File: config.mk
export PLATFORM = sky130hd
export DESIGN_NAME = reg_writeback
export DESIGN_NICKNAME = d
export VERILOG_FILES = /design/src/rtl/wb_pkg.sv /design/src/rtl/load_queue.sv /design/src/rtl/reg_writeback.sv
export SDC_FILE = /design/constraint.sdc
export NUM_CORES = 1
export LEC_CHECK = 0
export ABC_CLOCK_PERIOD_IN_PS = 3000
export BUFFER_PORTS_ARGS = -buffer_cell sky130_fd_sc_hd__buf_2
export CORE_UTILIZATION = 37
export CTS_CLUSTER_SIZE = 10
export DETAILED_ROUTE_END_ITERATION = 12
export PLACE_DENSITY = 0.64
export SLEW_MARGIN = 20
export SYNTH_ARGS = -nofsm -noshare
export SYNTH_HDL_FRONTEND = slang
export SYNTH_SLANG_ARGS = --single-unit
File: constraint.sdc
create_clock -name Clk -period 3 [get_ports Clk]
set_input_delay 0.6 -clock Clk [delete_from_list [all_inputs] [get_ports Clk]]
set_output_delay 0.6 -clock Clk [all_outputs]
set_load 0.005 [all_outputs]
File: src/rtl/wb_pkg.sv
// Shared load-type encodings, load-queue entry type and load alignment helper
// for the register-file write-back path.
package wb_pkg;

    localparam logic [2:0] LT_LB  = 3'b000;
    localparam logic [2:0] LT_LH  = 3'b001;
    localparam logic [2:0] LT_LW  = 3'b010;
    localparam logic [2:0] LT_LBU = 3'b100;
    localparam logic [2:0] LT_LHU = 3'b101;

    typedef struct packed {
        logic [4:0] rd;
        logic [2:0] ltype;
        logic [1:0] off;
    } lq_entry_t;

    // Big-endian lane select: offset 0 is the most significant byte.
    function automatic logic [31:0] align_load(input logic [2:0]  ltype,
                                               input logic [1:0]  off,
                                               input logic [31:0] word);
        logic [7:0]  byte_s;
        logic [15:0] half_s;
        logic [31:0] res_s;
        case (off)
            2'd0:    byte_s = word[31:24];
            2'd1:    byte_s = word[23:16];
            2'd2:    byte_s = word[15:8];
            2'd3:    byte_s = word[7:0];
            default: byte_s = word[7:0];
        endcase
        half_s = off[1] ? word[15:0] : word[31:16];
        case (ltype)
            LT_LB:   res_s = {{24{byte_s[7]}}, byte_s};
            LT_LBU:  res_s = {24'h00_0000, byte_s};
            LT_LH:   res_s = {{16{half_s[15]}}, half_s};
            LT_LHU:  res_s = {16'h0000, half_s};
            default: res_s = word;
        endcase
        return res_s;
    endfunction

endpackage

File: src/rtl/load_queue.sv
// In-order FIFO of outstanding load tags. A push is taken when not full, or
// when full together with a pop, so the count is unchanged in that case.
module load_queue
    import wb_pkg::*;
#(
    parameter int DEPTH = 4
) (
    input  logic                   Clk,
    input  logic                   Rst,
    input  logic                   push,
    input  lq_entry_t              push_entry,
    input  logic                   pop,
    output lq_entry_t              head,
    output logic [$clog2(DEPTH):0] count,
    output logic                   full,
    output logic                   empty
);

    localparam int AW = $clog2(DEPTH);
    localparam logic [AW-1:0] PTR_ONE  = AW'(1);
    localparam logic [AW:0]   CNT_ONE  = (AW+1)'(1);
    localparam logic [AW:0]   CNT_FULL = (AW+1)'(DEPTH);

    lq_entry_t     mem_r [DEPTH];
    logic [AW-1:0] wr_ptr_r;
    logic [AW-1:0] rd_ptr_r;
    logic [AW:0]   count_r;
    logic          full_s;
    logic          empty_s;
    logic          do_push_s;
    logic          do_pop_s;

    // Status flags and effective push/pop qualification.
    always_comb begin
        full_s    = (count_r == CNT_FULL);
        empty_s   = (count_r == {(AW+1){1'b0}});
        do_pop_s  = pop & ~empty_s;
        do_push_s = push & (~full_s | do_pop_s);
    end

    // Pointer and occupancy tracking.
    always_ff @(posedge Clk) begin
        if (Rst) begin
            wr_ptr_r <= {AW{1'b0}};
            rd_ptr_r <= {AW{1'b0}};
            count_r  <= {(AW+1){1'b0}};
        end else begin
            if (do_push_s) wr_ptr_r <= wr_ptr_r + PTR_ONE;
            if (do_pop_s)  rd_ptr_r <= rd_ptr_r + PTR_ONE;
            case ({do_push_s, do_pop_s})
                2'b10:   count_r <= count_r + CNT_ONE;
                2'b01:   count_r <= count_r - CNT_ONE;
                default: count_r <= count_r;
            endcase
        end
    end

    // Entry storage; contents are only meaningful below the count, so no reset.
    always_ff @(posedge Clk) begin
        if (do_push_s) mem_r[wr_ptr_r] <= push_entry;
    end

    // Head entry and status outputs.
    always_comb begin
        head  = mem_r[rd_ptr_r];
        count = count_r;
        full  = full_s;
        empty = empty_s;
    end

endmodule

File: src/rtl/reg_writeback.sv
// Register-file write port driver: merges ALU results and in-order load returns.
// Optional decode bypass outputs are enabled with the WB_FWD_EN macro.
module reg_writeback
    import wb_pkg::*;
#(
    parameter int LQ_DEPTH = 4
) (
    input  logic                      Clk,
    input  logic                      Rst,
    input  logic                      AluValid,
    input  logic [4:0]                AluRd,
    input  logic [31:0]               AluData,
    output logic                      AluReady,
    input  logic                      LdIssue,
    input  logic [4:0]                LdRd,
    input  logic [2:0]                LdType,
    input  logic [1:0]                LdOff,
    output logic                      LdReady,
    input  logic                      MemRespValid,
    input  logic [31:0]               MemRespData,
    output logic                      RegWr,
    output logic [4:0]                RW,
    output logic [31:0]               BusW,
    output logic                      LdErr,
    output logic [$clog2(LQ_DEPTH):0] LqCount
`ifdef WB_FWD_EN
    ,
    input  logic [4:0]                RA,
    input  logic [4:0]                RB,
    output logic                      FwdA,
    output logic                      FwdB,
    output logic [31:0]               FwdData
`endif
);

    localparam int CW = $clog2(LQ_DEPTH) + 1;

    lq_entry_t      push_entry_s;
    lq_entry_t      head_s;
    logic [CW-1:0]  lq_count_s;
    logic           lq_full_s;
    logic           lq_empty_s;
    logic           mem_win_s;
    logic           regwr_r;
    logic [4:0]     rw_r;
    logic [31:0]    busw_r;
    logic           lderr_r;

    load_queue #(.DEPTH(LQ_DEPTH)) u_lq (
        .Clk        (Clk),
        .Rst        (Rst),
        .push       (LdIssue),
        .push_entry (push_entry_s),
        .pop        (mem_win_s),
        .head       (head_s),
        .count      (lq_count_s),
        .full       (lq_full_s),
        .empty      (lq_empty_s)
    );

    // Load responses beat the ALU; a stray response never stalls it.
    always_comb begin
        push_entry_s = '{rd: LdRd, ltype: LdType, off: LdOff};
        mem_win_s    = MemRespValid & ~lq_empty_s;
        AluReady     = ~mem_win_s;
        LdReady      = ~lq_full_s;
        LqCount      = lq_count_s;
    end

    // Write-port register: r0 results are consumed but leave RW/BusW untouched.
    always_ff @(posedge Clk) begin
        if (Rst) begin
            regwr_r <= 1'b0;
            rw_r    <= 5'd0;
            busw_r  <= 32'h0000_0000;
            lderr_r <= 1'b0;
        end else begin
            if (mem_win_s) begin
                regwr_r <= (head_s.rd != 5'd0);
                if (head_s.rd != 5'd0) begin
                    rw_r   <= head_s.rd;
                    busw_r <= align_load(head_s.ltype, head_s.off, MemRespData);
                end
            end else if (AluValid) begin
                regwr_r <= (AluRd != 5'd0);
                if (AluRd != 5'd0) begin
                    rw_r   <= AluRd;
                    busw_r <= AluData;
                end
            end else begin
                regwr_r <= 1'b0;
            end
            if (MemRespValid & lq_empty_s) lderr_r <= 1'b1;
        end
    end

    // Registered outputs to the register file.
    always_comb begin
        RegWr = regwr_r;
        RW    = rw_r;
        BusW  = busw_r;
        LdErr = lderr_r;
    end

`ifdef WB_FWD_EN
    // Bypass of the value being written this cycle to the decode read ports.
    always_comb begin
        FwdA    = regwr_r & (rw_r == RA) & (RA != 5'd0);
        FwdB    = regwr_r & (rw_r == RB) & (RB != 5'd0);
        FwdData = busw_r;
    end
`endif

endmodule

==> results of run 1 <==
[critical path, stage by stage, from the launching register on]
cell and delay, ps:
dfxtp_1 610, buf_4 240, mux4_2 520, buf_4 250, nor3b_4 430, a221o_1 240, a21oi_1 70, o32ai_1 320
[layout make-up]
cell class | instances | area share
Antenna cell | 1 | 0.000474
Clock buffer | 9 | 0.0426
Multi-Input combinational cell | 247 | 0.360
Timing Repair Buffer | 139 | 0.137
Sequential cell | 88 | 0.409
Inverter | 8 | 0.00568
Clock inverter | 7 | 0.0114
Tap cell | 140 | 0.0332
[layer usage]
layer  global-route usage  vias up  routed length (um)
li1                     -     1719                   -
met1                0.275     1767                5220
met2                0.341      175                5840
met3               0.0359       22                 919
met4               0.0907        0                 259
met5                    0        -                   0
[cell usage after synthesis, types with 5 or more instances]
cell | number | area (um^2)
a21oi_1 | 31 | 155
a221o_1 | 8 | 80.1
a221oi_1 | 16 | 140
a311oi_1 | 18 | 158
and3_1 | 7 | 43.8
buf_2 | 8 | 40.0
clkbuf_1 | 18 | 67.6
dfxtp_1 | 48 | 961
edfxtp_1 | 40 | 1200
ha_1 | 5 | 62.6
inv_1 | 8 | 30.0
mux4_2 | 15 | 338
nand2_1 | 21 | 78.8
nand3_1 | 19 | 95.1
nor2_1 | 13 | 48.8
nor3_1 | 20 | 100
o211ai_1 | 9 | 67.6
o21ai_0 | 14 | 70.1
o21ai_1 | 12 | 60.1
[path summary, 6_finish.rpt]
path | from | endpoint | slack (ps) | cells past startpoint
setup / recovery | register | BusW[7]$_SDFFE_PP0P_ | 220 | 7
hold / removal | BusW[23]$_SDFFE_PP0P_ | BusW[23]$_SDFFE_PP0P_ | 470 | 2
setup reg to reg | register | BusW[7]$_SDFFE_PP0P_ | 220 | 7
hold reg to reg | BusW[23]$_SDFFE_PP0P_ | BusW[23]$_SDFFE_PP0P_ | 470 | 2
[metrics by stage]
stage	utilization	power [mW]	instances	setup slack [ps]
after floorplan	-	3.08	373	384
after global placement	0.454	3.67	621	244
after detailed placement	0.454	3.72	621	107
after CTS	0.479	4.80	637	81.7
after global routing	0.481	5.12	639	58.4
final	0.481	4.82	639	218
[power by group through the flow]
stage	clock network, mW	logic (mW)	registers (mW)
finish	1.10	1.99	1.73
global route	1.15	2.20	1.77
CTS	1.10	1.97	1.73
detailed placement	0	1.96	1.76
global placement	0	1.91	1.75
floorplan	0	1.35	1.73
[logic make-up (layout without fill, tap and decap cells)]
kind of cell,Yosys count,in the layout
xor+xnor,5,5
fa+ha+maj,6,6
buf+inv,39,163
mux,21,21
other cells,0,1
flops,88,88
compound gates,119,120
simple gates,95,95
[sequential cells by signal (all words and copies together), names as in the netlist, named ones only]
register,cells
LdErr,1
u_lq.wr_ptr_r,2
u_lq.count,3
RegWr,1
u_lq.mem_r,40
BusW,32
u_lq.rd_ptr_r,2
RW,5
==> results.toml, run 1 <==
[final_layout]
final_cell_mix = "127 x buf_2, 48 x dfxtp_1, 40 x edfxtp_1"
finalInstanceArea_um2 = 5280
final_common_cell = "buf_2"
fillers = 1037
ff_latch_area_um2 = 2160
multiInputGateArea_um2 = 1900
area_growth_pct = 24.8
nNetsFinal = 583
drive_gt1_frac = 0.361

[placement]
numPortBuffers = 127
detailed_place.area_um2 = 4980
gp_congestion = 0.886
dp_hpwl_um = 8940

[sta]
period_share = 0.927
final_hold_viol_count = 0
worstMarginPinSlew_ps = 1070
drv_slew = 0
fmax_mhz = 359
holdWs_ps = 467
setup_tns_ps = 0
relSlewSlack = 0.283
setup_viol_count_final = 0
skew_ps = 8.29
rsz0062_at_grt = "no"
min_period_ps = 2780

[yosys]
synth_area_um2 = 4240
synthAdderAreaFrac = 0.0195
yosysWarnings = 0
avgSynthCellArea_um2 = 11.4
synth-xor-area-share = 0.0103
ys_ff_latch = 88
synth-compound-area-share = 0.198
synthMuxAreaShare = 0.102
synth_top_family_by_area = "compound AO/OA/AOI/OAI gates"
synth-simple-area-share = 0.115
synth.distinct_cells = 48
synthesis.nets = 463
async_flop_share = 0
seq_area_frac_synth = 0.510
synth_top_flop_cell = "dfxtp_1"
synth-edff-count = 40
netlist_instances = 373

[clock_network]
ctsHtreeMaxLevel = 3
cts_made_buffers = 9
cts_tree = "built"
path_clk_slew_ps = 70
insertion_delay_ps = 350
cts_root_buf = "clkbuf_16"
ctsResizeCount = 0
post-cts-setup-buffer-count = 0
holdBufCountCts = 0
clock_sinks = 88
ctsLongestPathBuffers = 2

[grt]
grt_remaining_overflow = 0
gr-usage-all-layers = 0.210
antenna_found_initial = 1
grt_start_max_net_pins = 29
grt_pass1_vias = 3520
grt_pass1_wl_um = 18500

[critical_path]
worstSetupPathType = "register to register"
arrival_ps = 3030
critPathCaptureType = "register"
required_ps = 3250
worstPathMaxFanout = 28
worstSetupStartpointType = "register"

[power_and_ir_drop]
power_switching_share = 0.385
ir_worst_vdd_v = 0.000360
power_frac_seq = 0.359
powerDensity_nw_per_um2 = 912
p_int_mw = 2.96
p_clk_frac = 0.227
p_comb_frac = 0.414
leakagePower_nw = 2.08
power.switching_mw = 1.86

[detailed_routing]
wl_um = 12200
initialDrtViolationCount = 313
viasPerCell = 5.76
ant_nets = 0
wl_per_cell_um = 19.2
drc = 0
vias = 3683
dr.pass1.iters = 4

[die]
ios = 128
rows = 38
die_y_um = 109
die_w_um = 109
start_util = 0.386
dieArea_um2 = 11900
coreArea_um2 = 11000

[job]
cap_violations = 0

[outcome]
status = "completed"

[hold_path]
worst_hold_path_type = "register to register"
No activity file was read; power rests on OpenSTA's default activity.
==> run 2: changes to the inputs <==
--- a/config.mk
+++ b/config.mk
@@ -14,4 +14,5 @@
 export SLEW_MARGIN = 20
 export SYNTH_ARGS = -nofsm -noshare
 export SYNTH_HDL_FRONTEND = slang
+export SYNTH_HIERARCHICAL = 1
 export SYNTH_SLANG_ARGS = --single-unit
==> run 2 against run 1 <==
Highest routed layer unchanged. Maximum frequency grew 6.3%. Worst hold slack lost 16 ps. Area after synthesis grew 1.2%. Critical path depth shrank 2. Routed wire length shrank 4.6%. Critical path type is now register to output port.
==> results.toml, run 2 <==
[sta]
skew_ps = 12.7
setup_tns_ps = 0
min_period_ps = 2620
final_hold_viol_count = 0
layout_setup_ws_ps = 382
setup_viol_count_final = 0
fmax_mhz = 382
relSlewSlack = 0.462
period_share = 0.873
drv_slew = 0
holdWs_ps = 452
rsz0062_at_grt = "no"
worstMarginPinSlew_ps = 806

[yosys]
synth.area.top_cells = "edfxtp_1 28%, dfxtp_1 22%, mux4_2 5.8%"
yosysWarnings = 6
synth.top_cell.area_share = 0.280
synth_area_um2 = 4290
synth.distinct_cells = 51
synth_area_leader_cell = "edfxtp_1"
synthesis.nets = 485
ys_ff_latch = 88
seq_area_frac_synth = 0.504
avgSynthCellArea_um2 = 10.8
synth-edff-count = 40
netlist_instances = 396
synthTopCellsByCount = "48 x dfxtp_1, 45 x nand2_1, 40 x edfxtp_1"
synth_top_flop_cell = "dfxtp_1"
synth.most_common_cell = "dfxtp_1"
async_flop_share = 0

[grt]
grt_pass1_vias = 3470
grt_start_max_net_pins = 39
gr-usage-all-layers = 0.200
antenna_found_initial = 0
grt_pass1_wl_um = 17600
grt_remaining_overflow = 0

[critical_path]
worst-path-buf-inv = 3
critPathCaptureType = "output port"
path_cells = "or3_2 -> inv_1 -> nand2b_1 -> buf_4 -> buf_2"
worstPathMaxFanout = 19
arrival_ps = 2020
worst-path-stages = 5
rr_worst_depth = 11
reg2reg_from = "u_lq/count[1]$_SDFFE_PP0P_"
crit_start = "u_lq/count[1]$_SDFFE_PP0P_"
cp_slowest_cell = "or3_2"
worstSetupStartpointType = "register"
worstSetupPathType = "register to output port"
critical_path.top_delay_family = "simple AND/OR/NAND/NOR gates"
required_ps = 2400
worstSetupEndpoint = "AluReady"
rrSetupSlack_ps = 410
r2r_end = "u_lq/count[2]$_SDFFE_PP0P_"
max_stage_delay_ps = 560

[final_layout]
largest_reg_flops = 40
drive_gt1_frac = 0.353
final_cell_mix = "127 x buf_2, 48 x dfxtp_1, 45 x nand2_1"
area_growth_pct = 23.8
finalInstanceArea_um2 = 5310
fillers = 1071
multiInputGateArea_um2 = 1930
regMostFlops = "u_lq/mem_r"
fin_cells = 661
num_antenna_cells = 0
utilization = 0.479
final_common_cell = "buf_2"
nNetsFinal = 605
ff_latch_area_um2 = 2160

[die]
dieArea_um2 = 12000
die_w_um = 110
ios = 128
coreArea_um2 = 11100
start_util = 0.387
die_y_um = 110
rows = 38

[detailed_routing]
vias = 3612
ant_nets = 0
dr.pass1.iters = 7
viasPerCell = 5.46
wl_per_cell_um = 17.7
initialDrtViolationCount = 301
drc = 0
wl_um = 11700

[clock_network]
cts_tree = "built"
insertion_delay_ps = 340
clock_sinks = 88
ctsLongestPathBuffers = 2
path_clk_slew_ps = 60
cts_made_buffers = 9
holdBufCountCts = 0
cts_root_buf = "clkbuf_16"
post-cts-setup-buffer-count = 0
ctsResizeCount = 0
ctsHtreeMaxLevel = 3

[power_and_ir_drop]
powerDensity_nw_per_um2 = 578
ir_worst_vdd_v = 0.000262
power.total_mw = 3.07
leakagePower_nw = 2.27

[placement]
placed_cells = 645
detailed_place.area_um2 = 5030
dp_hpwl_um = 8620
preCtsSetupSlack_ps = 434
numPortBuffers = 127
gp_congestion = 0.798

[outcome]
status = "completed"

[hold_path]
worst_hold_path_type = "register to register"
holdCritStartpoint = "BusW[25]$_SDFFE_PP0P_"

[job]
cap_violations = 0
[run 2: worst reg2reg max path, delay by kind of cell, from the launching register on]
kind / cells / cell delay [ps]
and+or+nand+nor: 7 / 1120
adders and majority gates: 1 / 390
buffers and inverters: 2 / 390
AOI/OAI and AO/OA: 1 / 70
DFF: 1 / 470
[run 2: cell type report]
| type | count | area share |
|---|---|---|
| clock buffers | 11 | 0.0439 |
| clock inverters | 5 | 0.00778 |
| inverters | 10 | 0.00707 |
| multi-input cells | 270 | 0.365 |
| flip-flops and latches | 88 | 0.407 |
| well taps | 140 | 0.0330 |
| repair buffers | 137 | 0.136 |
[run 2: logic make-up (layout without fill, tap and decap cells)]
kind of cell    count (synthesis)  after routing  synth area share
flops                          88             88             0.504
simple gates                  113            113             0.128
compound gates                123            123             0.208
buf+inv                        38            163            0.0444
xor+xnor                        5              5            0.0102
fa+ha+maj                       5              5            0.0163
mux                            24             24            0.0887
[run 2: metal layers]
layer | GRT usage | wire length, um | vias to the layer above | share of wire
met3 | 0.0290 | 720 | 19 | 0.062
met1 | 0.248 | 5040 | 1721 | 0.43
met2 | 0.341 | 5660 | 149 | 0.48
met5 | 0 | 0 | - | 0
li1 | - | - | 1723 | -
met4 | 0.0933 | 250 | 0 | 0.021
[run 2: where the power goes]
| group | switching, mW | leakage [nW] | internal [mW] |
|---|---|---|---|
| Sequential | 0.0559 | 0.764 | 1.36 |
| Combinational | 0.343 | 1.38 | 0.272 |
| Clock | 0.470 | 0.126 | 0.568 |
[run 2: worst min-delay path by stage]
stage	endpoint	slack, ps	cells past startpoint
global route	BusW[25]$_SDFFE_PP0P_	470	1
global placement	BusW[16]$_SDFFE_PP0P_	430	1
finish	BusW[25]$_SDFFE_PP0P_	450	1
CTS	BusW[25]$_SDFFE_PP0P_	450	1
detailed placement	BusW[25]$_SDFFE_PP0P_	440	1
floorplan	BusW[31]$_SDFFE_PP0P_	450	1
==> run 3: changes to the inputs <==
==> constraint.sdc (replaced) <==
create_clock -name Clk -period 3 [get_ports Clk]
set_input_delay 0.15 -clock Clk [delete_from_list [all_inputs] [get_ports Clk]]
set_output_delay 0.15 -clock Clk [all_outputs]
set_load 0.005 [all_outputs]
==> run 3 against run 2 <==
Global-route usage rose by 0.12 points. Setup slack worse by 38 ps. Clock-buffer cell count rose by 2. Sequential power about the same. Sequential share of layout area down 0.29 points. First-iteration DRC count down 11%. Register-to-register slack worse by 70 ps. Critical path type is now register to register. Highest routed layer unchanged.
==> results.toml, run 3 (synthesis results as in run 2) <==
[power_and_ir_drop]
ir_worst_vdd_v = 0.000245
p_int_mw = 2.30
power_frac_seq = 0.447
power.switching_mw = 0.870
power.total_mw = 3.17
power_switching_share = 0.274
powerDensity_nw_per_um2 = 593
p_comb_frac = 0.195
leakagePower_nw = 2.29
p_clk_frac = 0.358

[die]
die_w_um = 110
ios = 128
die_y_um = 110
start_util = 0.387
dieArea_um2 = 12000
coreArea_um2 = 11100
rows = 38

[sta]
rsz0062_at_grt = "no"
holdWs_ps = 34.4
setup_tns_ps = 0
setup_viol_count_final = 0
skew_ps = 9.96
relSlewSlack = 0.453
final_hold_viol_count = 0
fmax_mhz = 376
min_period_ps = 2660
period_share = 0.885
worstMarginPinSlew_ps = 820
drv_slew = 0

[clock_network]
cts_made_buffers = 9
clock_sinks = 88
path_clk_slew_ps = 70
holdBufCountCts = 0
ctsHtreeMaxLevel = 3
insertion_delay_ps = 340
cts_tree = "built"
cts_root_buf = "clkbuf_16"
ctsResizeCount = 0
ctsLongestPathBuffers = 2
post-cts-setup-buffer-count = 0

[grt]
antenna_found_initial = 0
gr-usage-all-layers = 0.201
grt_pass1_vias = 3424
grt_remaining_overflow = 0
grt_pass1_wl_um = 17800
grt_start_max_net_pins = 40

[detailed_routing]
viasPerCell = 5.47
initialDrtViolationCount = 267
met3_wirelength_um = 757
wl_per_cell_um = 18.0
ant_nets = 0
dr.pass1.iters = 4
wl_met2_um = 5820
dr.max_layer_used = "met4"
vias = 3618
wl_met1_um = 5240
drc = 0
wl_um = 11900

[placement]
gp_congestion = 0.795
dp_hpwl_um = 8730
placed_cells = 646
numPortBuffers = 127

[critical_path]
r2r_end = "u_lq/count[2]$_SDFFE_PP0P_"
required_ps = 3180
reg2reg_from = "u_lq/count[1]$_SDFFE_PP0P_"
worstSetupStartpointType = "register"
rr_worst_depth = 11
worstSetupPathType = "register to register"
critPathCaptureType = "register"
rrSetupSlack_ps = 340
crit_start = "u_lq/count[1]$_SDFFE_PP0P_"
arrival_ps = 2830
worstPathMaxFanout = 19

[hold_path]
holdPathEnd = "u_lq/mem_r[2][9]$_DFFE_PP_"
holdCritStartpoint = "LdRd[4]"
worst_hold_path_type = "primary input to register"
holdPathStages = 1

[final_layout]
drive_gt1_frac = 0.354
largest_reg_flops = 40
area_growth_pct = 24.7
final_cell_mix = "127 x buf_2, 48 x dfxtp_1, 45 x nand2_1"
utilization = 0.482
final_common_cell = "buf_2"
num_antenna_cells = 0
fin_cells = 662
nNetsFinal = 606
regMostFlops = "u_lq/mem_r"

[job]
cap_violations = 0

[outcome]
status = "completed"
-- run 3: per-layer routing --
metal	vias to the layer above	track usage
li1	1727	-
met1	1745	0.258
met2	138	0.342
met3	8	0.0397
met4	0	0.0571
met5	-	0
-- run 3: per-stage QoR --
stage | cell area [um^2] | setup slack (ps)
2_1_floorplan | 4290 | 427
3_3_place_gp | 5040 | 473
3_5_place_dp | 5040 | 422
4_1_cts | 5340 | 397
5_1_grt | 5340 | 165
6_report | 5340 | 344
-- run 3: critical path: stages (launching register included) --
cell	delay, ps
dfxtp_1	470
or3_2	210
inv_1	70
nand2b_1	230
inv_2	350
nor2b_1	280
nand2_1	100
fa_1	390
nor2b_1	170
nand2b_1	80
nand3_1	80
a31oi_1	70
-- run 3: how the worst max path moves through the flow --
stage | slack (ps) | cells past startpoint | end
3_3_place_gp | 470 | 8 | BusW[28]$_SDFFE_PP0P_
3_5_place_dp | 420 | 11 | u_lq/count[2]$_SDFFE_PP0P_
6_report | 340 | 11 | u_lq/count[2]$_SDFFE_PP0P_
5_1_grt | 160 | 11 | u_lq/count[2]$_SDFFE_PP0P_
2_1_floorplan | 430 | 9 | BusW[1]$_SDFFE_PP0P_
4_1_cts | 400 | 11 | u_lq/count[2]$_SDFFE_PP0P_
-- run 3: area by class of cell --
cell class                 count  area (um^2)
fill                        1060         5730
tap                          140          175
inverter                      10         37.5
sequential                    88         2160
multi-input combinational    270         1930
timing repair buffer         138          731
clock buffer                  13          283
clock inverter                 3         21.3
-- run 3: power by group through the flow --
stage / registers (mW) / logic, mW / clock network, mW
5_1_grt: 1.42 / 0.684 / 1.21
3_5_place_dp: 1.44 / 0.619 / 0
6_report: 1.42 / 0.620 / 1.13
4_1_cts: 1.42 / 0.622 / 1.16
3_3_place_gp: 1.44 / 0.603 / 0
2_1_floorplan: 1.44 / 0.377 / 0
